$ cat config.mk
export PLATFORM = sky130hd
export DESIGN_NAME = serial_addsub
export DESIGN_NICKNAME = d
export VERILOG_FILES = /design/src/rtl/addsub_pkg.sv /design/src/rtl/digit_adder.sv /design/src/rtl/serial_addsub.sv
export SDC_FILE = /design/constraint.sdc
export NUM_CORES = 1
export LEC_CHECK = 0
export BUFFER_PORTS_ARGS = -buffer_cell sky130_fd_sc_hd__clkbuf_2
export CORE_MARGIN = 1.5
export CORE_UTILIZATION = 55
export CTS_CLUSTER_DIAMETER = 50
export CTS_CLUSTER_SIZE = 16
export DETAILED_ROUTE_END_ITERATION = 7
export MAX_ROUTING_LAYER = met4
export PLACE_DENSITY = 0.79
export REMOVE_ABC_BUFFERS = 1
export SETUP_SLACK_MARGIN = 0.2
export SYNTH_ARGS = -nofsm -noshare
export SYNTH_HDL_FRONTEND = slang
export SYNTH_SLANG_ARGS = --single-unit
export TNS_END_PERCENT = 5
$ cat constraint.sdc
create_clock -name clk -period 1.6 [get_ports clk]
set_input_delay 0.32 -clock clk [delete_from_list [all_inputs] [get_ports clk]]
set_output_delay 0.32 -clock clk [all_outputs]
set_load 0.01 [all_outputs]
$ cat src/rtl/addsub_pkg.sv
// Shared types and helpers for the digit-serial adder/subtractor.
// Holds the FSM state encoding, the op select values and the overflow rule.
package addsub_pkg;

  typedef enum logic [1:0] {
    IDLE,
    RUN,
    DONE
  } state_t;

  localparam logic OP_ADD = 1'b0;
  localparam logic OP_SUB = 1'b1;

  // Two's-complement overflow: equal operand signs, result sign differs.
  function automatic logic calc_ovf(input logic a_msb, input logic b_msb, input logic s_msb);
    return (a_msb == b_msb) && (s_msb != a_msb);
  endfunction

endpackage

$ cat src/rtl/digit_adder.sv
// Combinational DIGIT-bit ripple adder built from one-bit full-adder cells.
// This is the only carry chain in the datapath, so it sets the cycle time.
module digit_adder #(
  parameter int DIGIT = 1
) (
  input  logic [DIGIT-1:0] x,
  input  logic [DIGIT-1:0] y,
  input  logic             cin,
  output logic [DIGIT-1:0] s,
  output logic             cout
);

  logic [DIGIT:0] c;

  assign c[0] = cin;

  for (genvar i = 0; i < DIGIT; i++) begin : g_fa
    assign s[i]     = x[i] ^ y[i] ^ c[i];
    assign c[i + 1] = (x[i] & y[i]) | (c[i] & (x[i] ^ y[i]));
  end

  assign cout = c[DIGIT];

endmodule

$ cat src/rtl/serial_addsub.sv
// Digit-serial adder/subtractor: WIDTH-bit operands, DIGIT bits per clock,
// start/ready/done handshake with registered sum, carry, overflow and zero flags.
module serial_addsub
  import addsub_pkg::*;
#(
  parameter int WIDTH = 8,
  parameter int DIGIT = 1
) (
  input  logic             clk,
  input  logic             rst_n,
  input  logic             start,
  input  logic             sub,
  input  logic [WIDTH-1:0] a,
  input  logic [WIDTH-1:0] b,
  output logic             ready,
  output logic             done,
  output logic [WIDTH-1:0] sum,
  output logic             cout,
  output logic             ovf,
  output logic             zero
);

  localparam int N  = WIDTH / DIGIT;
  localparam int CW = $clog2(N) + 1;

  if ((WIDTH < 2) || (DIGIT < 1) || ((WIDTH % DIGIT) != 0)) begin : g_param_check
    $error("serial_addsub: WIDTH must be >= 2 and a multiple of DIGIT");
  end

  state_t           state;
  state_t           state_next;
  logic [WIDTH-1:0] a_sr;
  logic [WIDTH-1:0] b_sr;
  logic [WIDTH-1:0] res_sr;
  logic [WIDTH-1:0] res_next;
  logic             carry;
  logic [CW-1:0]    cnt;
  logic             a_msb;
  logic             b_msb;
  logic [DIGIT-1:0] dsum;
  logic             dcout;
  logic             last;

  digit_adder #(.DIGIT(DIGIT)) u_digit (
    .x    (a_sr[DIGIT-1:0]),
    .y    (b_sr[DIGIT-1:0]),
    .cin  (carry),
    .s    (dsum),
    .cout (dcout)
  );

  // New digits enter at the top so the LSB digit ends up at bit 0 after N steps.
  if (DIGIT == WIDTH) begin : g_single
    assign res_next = dsum;
  end else begin : g_multi
    assign res_next = {dsum, res_sr[WIDTH-1:DIGIT]};
  end

  assign last = (cnt == CW'(N - 1));

  always_ff @(posedge clk or negedge rst_n) begin
    if (!rst_n) begin
      state <= IDLE;
    end else begin
      state <= state_next;
    end
  end

  always_comb begin
    state_next = state;
    case (state)
      IDLE:    if (start) state_next = RUN;
      RUN:     if (last) state_next = DONE;
      DONE:    state_next = IDLE;
      default: state_next = IDLE;
    endcase
  end

  always_comb begin
    ready = (state == IDLE);
    done  = (state == DONE);
  end

  // Subtraction is a + ~b + 1, so the carry-in is preloaded with the op bit.
  always_ff @(posedge clk or negedge rst_n) begin
    if (!rst_n) begin
      a_sr   <= '0;
      b_sr   <= '0;
      res_sr <= '0;
      carry  <= 1'b0;
      cnt    <= '0;
      a_msb  <= 1'b0;
      b_msb  <= 1'b0;
      sum    <= '0;
      cout   <= 1'b0;
      ovf    <= 1'b0;
      zero   <= 1'b0;
    end else begin
      case (state)
        IDLE: begin
          if (start) begin
            a_sr  <= a;
            b_sr  <= (sub == OP_SUB) ? ~b : b;
            carry <= sub;
            cnt   <= '0;
            a_msb <= a[WIDTH-1];
            b_msb <= b[WIDTH-1] ^ (sub == OP_SUB);
          end
        end
        RUN: begin
          a_sr   <= a_sr >> DIGIT;
          b_sr   <= b_sr >> DIGIT;
          res_sr <= res_next;
          carry  <= dcout;
          cnt    <= cnt + CW'(1);
          if (last) begin
            sum  <= res_next;
            cout <= dcout;
            ovf  <= calc_ovf(a_msb, b_msb, res_next[WIDTH-1]);
            zero <= ~|res_next;
          end
        end
        default: ;
      endcase
    end
  end

endmodule

=== Word level (Yosys, flattened, before mapping) ===
Index checks and enable logic that the tools add are counted.

* Add/sub/neg operators: 1
* Equal/unequal tests: 7
* Multiplexer cells: 12
* Bitwise gates (word level): 7
* Reductions and logical operators: 9

{| class="wikitable"
|+ Operators by type and width
! operator !! count
|-
| 8-bit case mux with 2 select lines || 2
|-
| 8-bit 2-to-1 mux || 3
|-
| 8-bit inverter || 1
|-
| 4-bit case mux with 2 select lines || 1
|-
| 2-bit AND reduction || 4
|-
| 8-bit OR reduction || 1
|-
| 4-bit by 1-bit adder with 4-bit output (second input constant) || 1
|-
| 4-bit by 3-bit equality test with 1-bit output (second input constant) || 1
|-
| 2-bit 2-to-1 mux || 2
|-
| 4-bit 2-to-1 mux || 1
|-
| 2-bit != test (second input constant) || 2
|-
| 2-bit case mux with 2 select lines || 1
|-
| 1-bit bitwise XOR || 3
|-
| 1-bit AND || 2
|-
| 2-bit by 1-bit equality test with 1-bit output (second input constant) || 1
|-
| 2-bit equality test (second input constant) || 1
|-
| 2-bit zero test || 1
|-
| 1-bit case mux with 2 select lines || 1
|-
| 2-bit nonzero test || 1
|-
| 1-bit equality test || 1
|-
| 1-bit logical AND || 1
|-
| 1-bit zero test || 1
|-
| 1-bit 2-to-1 mux || 1
|-
| 1-bit != test || 1
|-
| 1-bit bitwise OR || 1
|}

* Flip-flop bits (word level): 44
* Bits of input ports: 20
* Output and inout bits: 13

=== Logic depth before layout (Yosys ltp) ===
* Depth in word-level cells: 4
* Depth in mapped cells: 5
* Gate-level depth less buffers: 4

=== Hierarchy ===
From an unflattened synthesis, not the netlist that was laid out.

* Cell total of the unflattened synthesis: 183
* Area, all modules: 1996.9 µm²

{| class="wikitable"
|+ Modules (own cells, without submodules)
! module !! instances !! cells each !! area each (µm²) !! seq. area each (µm²)
|-
| serial_addsub || 1 || 182 || 1976.9 || 1076.0
|-
| digit_adder || 1 || 1 || 20.0 || 0.0
|}

=== Least setup slack after synthesis ===
Ideal clock, no wire load.

* Path type: reg2reg
* From: register carry
* To: register zero
* Arrival: 1.379 ns
* Data required time: 1.521 ns
* Path slack: 0.142 ns
* Cell stages (with the launch flop): 5
* Buffers on the path: 0
* Period minus slack after synthesis: 1.458 ns
* Cells stage by stage: dfrtp_1 > fa_1 > nor4_1 > nand2_1 > mux2i_1

* Cells in the longest elaborated chain, start to end: 3

{| class="wikitable"
|+ RTL lines
! element !! line !! source
|-
| start: declaration || serial_addsub.sv:36 || <nowiki>logic carry;</nowiki>
|-
| start signal: assignment || serial_addsub.sv:104 || <nowiki>carry <= sub;</nowiki>
|-
| start signal: assignment || serial_addsub.sv:114 || <nowiki>carry <= dcout;</nowiki>
|-
| 1-bit bitwise XOR || digit_adder.sv:18 || <nowiki>assign s[i] = x[i] ^ y[i] ^ c[i];</nowiki>
|-
| named net dsum || serial_addsub.sv:40 || <nowiki>logic [DIGIT-1:0] dsum;</nowiki>
|-
| 8-bit OR reduction || serial_addsub.sv:120 || <nowiki>zero <= ~|res_next;</nowiki>
|-
| 1-bit zero test || serial_addsub.sv:120 ||
|-
| end signal: assignment || serial_addsub.sv:120 ||
|-
| end: declaration || serial_addsub.sv:20 || <nowiki>output logic zero</nowiki>
|}

The timed path passes the listed nets, and every way through them passes these cells.
A chain may end at the register's enable or synchronous reset.

=== Worst setup path in the final report ===
* From: register b_sr[0]
* To: register ovf

* Cells in the longest elaborated chain, start to end: 4

{| class="wikitable"
|+ RTL lines
! element !! line !! source
|-
| start: declaration || serial_addsub.sv:33 || <nowiki>logic [WIDTH-1:0] b_sr;</nowiki>
|-
| start signal: assignment || serial_addsub.sv:103 || <nowiki>b_sr <= (sub == OP_SUB) ? ~b : b;</nowiki>
|-
| start signal: assignment || serial_addsub.sv:112 || <nowiki>b_sr <= b_sr >> DIGIT;</nowiki>
|-
| 1-bit bitwise XOR (2 in a row) || digit_adder.sv:18 ||
|-
| named net dsum || serial_addsub.sv:40 ||
|-
| 1-bit != test || addsub_pkg.sv:16 || <nowiki>return (a_msb == b_msb) && (s_msb != a_msb);</nowiki>
|-
| 1-bit logical AND || addsub_pkg.sv:16 ||
|-
| end signal: assignment || serial_addsub.sv:119 || <nowiki>ovf <= calc_ovf(a_msb, b_msb, res_next[WIDTH-1]);</nowiki>
|-
| end: declaration || serial_addsub.sv:19 || <nowiki>output logic ovf,</nowiki>
|}

The timed path passes the listed nets, and every way through them passes these cells.

==> results.ini <==
[cts]
clkTransAtPathRegs_ns = 0.13
clkLatencyLatePin_ns = 0.37
clock_path_buffers = 2
ctsHoldBuffers = 0
cts_sinks = 43
cts_tree = built
htreeDepth = 2
cts_root_buf = clkbuf_4
numCtsBuffers = 5

[drt]
ant_nets = 0
drc = 0
first_pass_iters = 4
routedWlPerCell_um = 15.3
drt_iter0_markers = 93
via_per_inst = 5.55
routed_wl_mm = 4.24
vias = 1538

[timing]
rsz0062_at_grt = true
hold_violations = 5
worstMarginPinSlew_ns = 0.544
fin_hold_ws_ns = -0.00130
period_minus_slack_ns = 1.55
skew_ns = 0.00725
slew_headroom_pct = 63.7
setup_viol = 0
timing.final.crit_share_pct = 96.9
setup_tns_ns = 0
fmax_mhz = 645
finalMaxSlewViolations = 0

[logic_synthesis]
ys_top_cells_by_area = dfrtp_1, nand2_1, mux2_4
synth.largest_area_cell = dfrtp_1
synth_top_cell_area_share_pct = 53.9
yosysWarnings = 0
synth_cell_types = 31
synthTopCellsByCount = dfrtp_1, nand2_1, nor2b_1, o21ai_0
ys.flop_type = dfrtp_1
synthMostInstantiatedCell = dfrtp_1
synthCells = 183
ys_seq_area_share_pct = 53.9
synth_area_per_cell_um2 = 10.9
synth_area_mm2 = 0.00200
synth_edf_count = 0
synth_seq_cells = 43
synth-async-reset-ratio_pct = 100

[cells_and_area]
area_delta_synth_final_pct = 22.6
postLayoutCellArea_mm2 = 0.00245
n_antenna_cell = 0
drive_above_1_share_pct = 33.3
nets = 252

[floorplanning]
die_y_um = 63.3
die-area_mm2 = 0.00400
fp.dieW_um = 63.3
core_mm2 = 0.00342
start_util_pct = 58.5
row_count = 21
pin_count = 33

[setup_path]
cp.required_ns = 1.86
critical_path_class = reg -> reg
crit_path_top_delay_cell = fa_2
ff2ff_setup_slack_ns = 0.05
reg2reg_depth = 3
path_max_fanout = 4
timing.rr.end = ovf$_DFFE_PN0P_
r2r_start = b_sr[0]$_DFFE_PN0P_
critPathArrivalTime_ns = 1.81
worstPathCellList = fa_2, o22ai_1, mux2_4
endpoint_kind = register
cp_slowest_stage_delay_ns = 0.66
cp-start-kind = register

[run_status]
failed_checks = negative hold slack
outcome = complete, but fails checks

[power]
max-vdd-ir-drop_v = 0.00119
power.density_mw_per_mm2 = 1860
total_leakage_power_uw = 0.00119

[hold_path]
hold_class = in -> async

[place]
gp_congestion = 0.778
port_buffers = 32
dp_hpwl_mm = 2.71
postPlaceCellArea_mm2 = 0.00224

[grt]
grt_antenna_before_repair = 0
gr-total-overflow = 0
grt_max_degree = 44
grt_pass1_vias = 1540
track_usage_pct = 23.8
grt_pass1_wl_mm = 7.20

[run]
timing.max_cap.violations = 0

placed cells by master (no fill, tap or decap), types with 2 or more instances in the layout:
cell type	instances
a21oi_1	8
a221o_1	7
a22oi_1	8
buf_4	16
buf_6	2
bufinv_16	2
clkbuf_2	32
clkbuf_4	5
dfrtp_1	42
mux2_2	2
mux2_4	8
nand2_1	37
nand3_1	4
nor2_1	8
nor2b_1	10
nor3b_1	2
o21ai_0	11
xnor2_1	7
xor2_1	2
power by group:
part / internal (uW) / switching, uW
Clock: 485 / 358
Sequential: 1530 / 365
Combinational: 925 / 886
layer usage:
| metal | wire (um) | global-route usage (%) | vias to the layer above |
|---|---|---|---|
| li1 | - | - | 725 |
| met1 | 1870 | 31.3 | 776 |
| met2 | 2170 | 36.7 | 31 |
| met3 | 160 | 6.43 | 6 |
| met4 | 42 | 7.34 | 0 |
| met5 | 0 | - | - |
state kept, by name (all words and copies together), names as in the netlist:
register  flops
a_msb         1
a_sr          8
b_msb         1
b_sr          8
carry         1
cnt           4
cout          1
ovf           1
res_sr        7
state         2
sum           8
zero          1
metrics by stage:
stage          cells  worst slack (ns)  utilization, %  power, uW
2_1_floorplan    172            -0.192               -       2850
3_3_place_gp     260            0.0963            65.6       3360
3_5_place_dp     260            0.0224            65.6       3460
4_1_cts          276            0.0790            71.0       4490
5_1_grt          277            0.0103            71.7       4850
6_report         277            0.0503            71.7       4550
critical path: cells and delay by family (launching register included):
family | cells | cell delay (ns)
AOI/OAI and AO/OA | 1 | 0.09
adders and majority gates | 1 | 0.66
DFF | 1 | 0.43
muxes | 1 | 0.26
cell type report:
type	instances	area [um2]
Clock inverter	3	67.6
Tap cell	46	57.6
Sequential cell	43	1080
Multi-Input combinational cell	128	882
Clock buffer	5	37.5
Timing Repair Buffer	51	323
Inverter	1	3.75
Fill cell	247	967
cell families after synthesis:
family,count (synthesis),share of synthesized area [%]
AO/OA/AOI/OAI,38,12.9
AND/OR/NAND/NOR,68,16.7
XOR/XNOR,9,3.95
flip-flops,43,53.9
multiplexers,11,7.64
adder cells (fa/ha/maj),2,1.63
buffers and inverters,12,3.32
worst max path at each step:
stage | slack [ns] | end | cells after the start | from
after floorplan | -0.19 | state[0]$_DFFE_PN0P_ | 3 | state[0]$_DFFE_PN0P_
after global placement | 0.1 | zero$_DFFE_PN0P_ | 4 | carry$_DFFE_PN0P_
after detailed placement | 0.02 | zero$_DFFE_PN0P_ | 4 | carry$_DFFE_PN0P_
after CTS | 0.08 | ovf$_DFFE_PN0P_ | 3 | a_sr[0]$_DFFE_PN0P_
after global routing | 0.01 | sum[1]$_DFFE_PN0P_ | 5 | cnt[1]$_DFFE_PN0P_
final | 0.05 | ovf$_DFFE_PN0P_ | 3 | b_sr[0]$_DFFE_PN0P_
what timing repair did:
action / 4_1_cts / 5_1_grt
pin swaps: 2 / 2
buffers inserted: 8 / 1
setup endpoints to repair: 14 / 38
gates resized for setup: 6 / 2
Power figures use the tool's default switching activity.
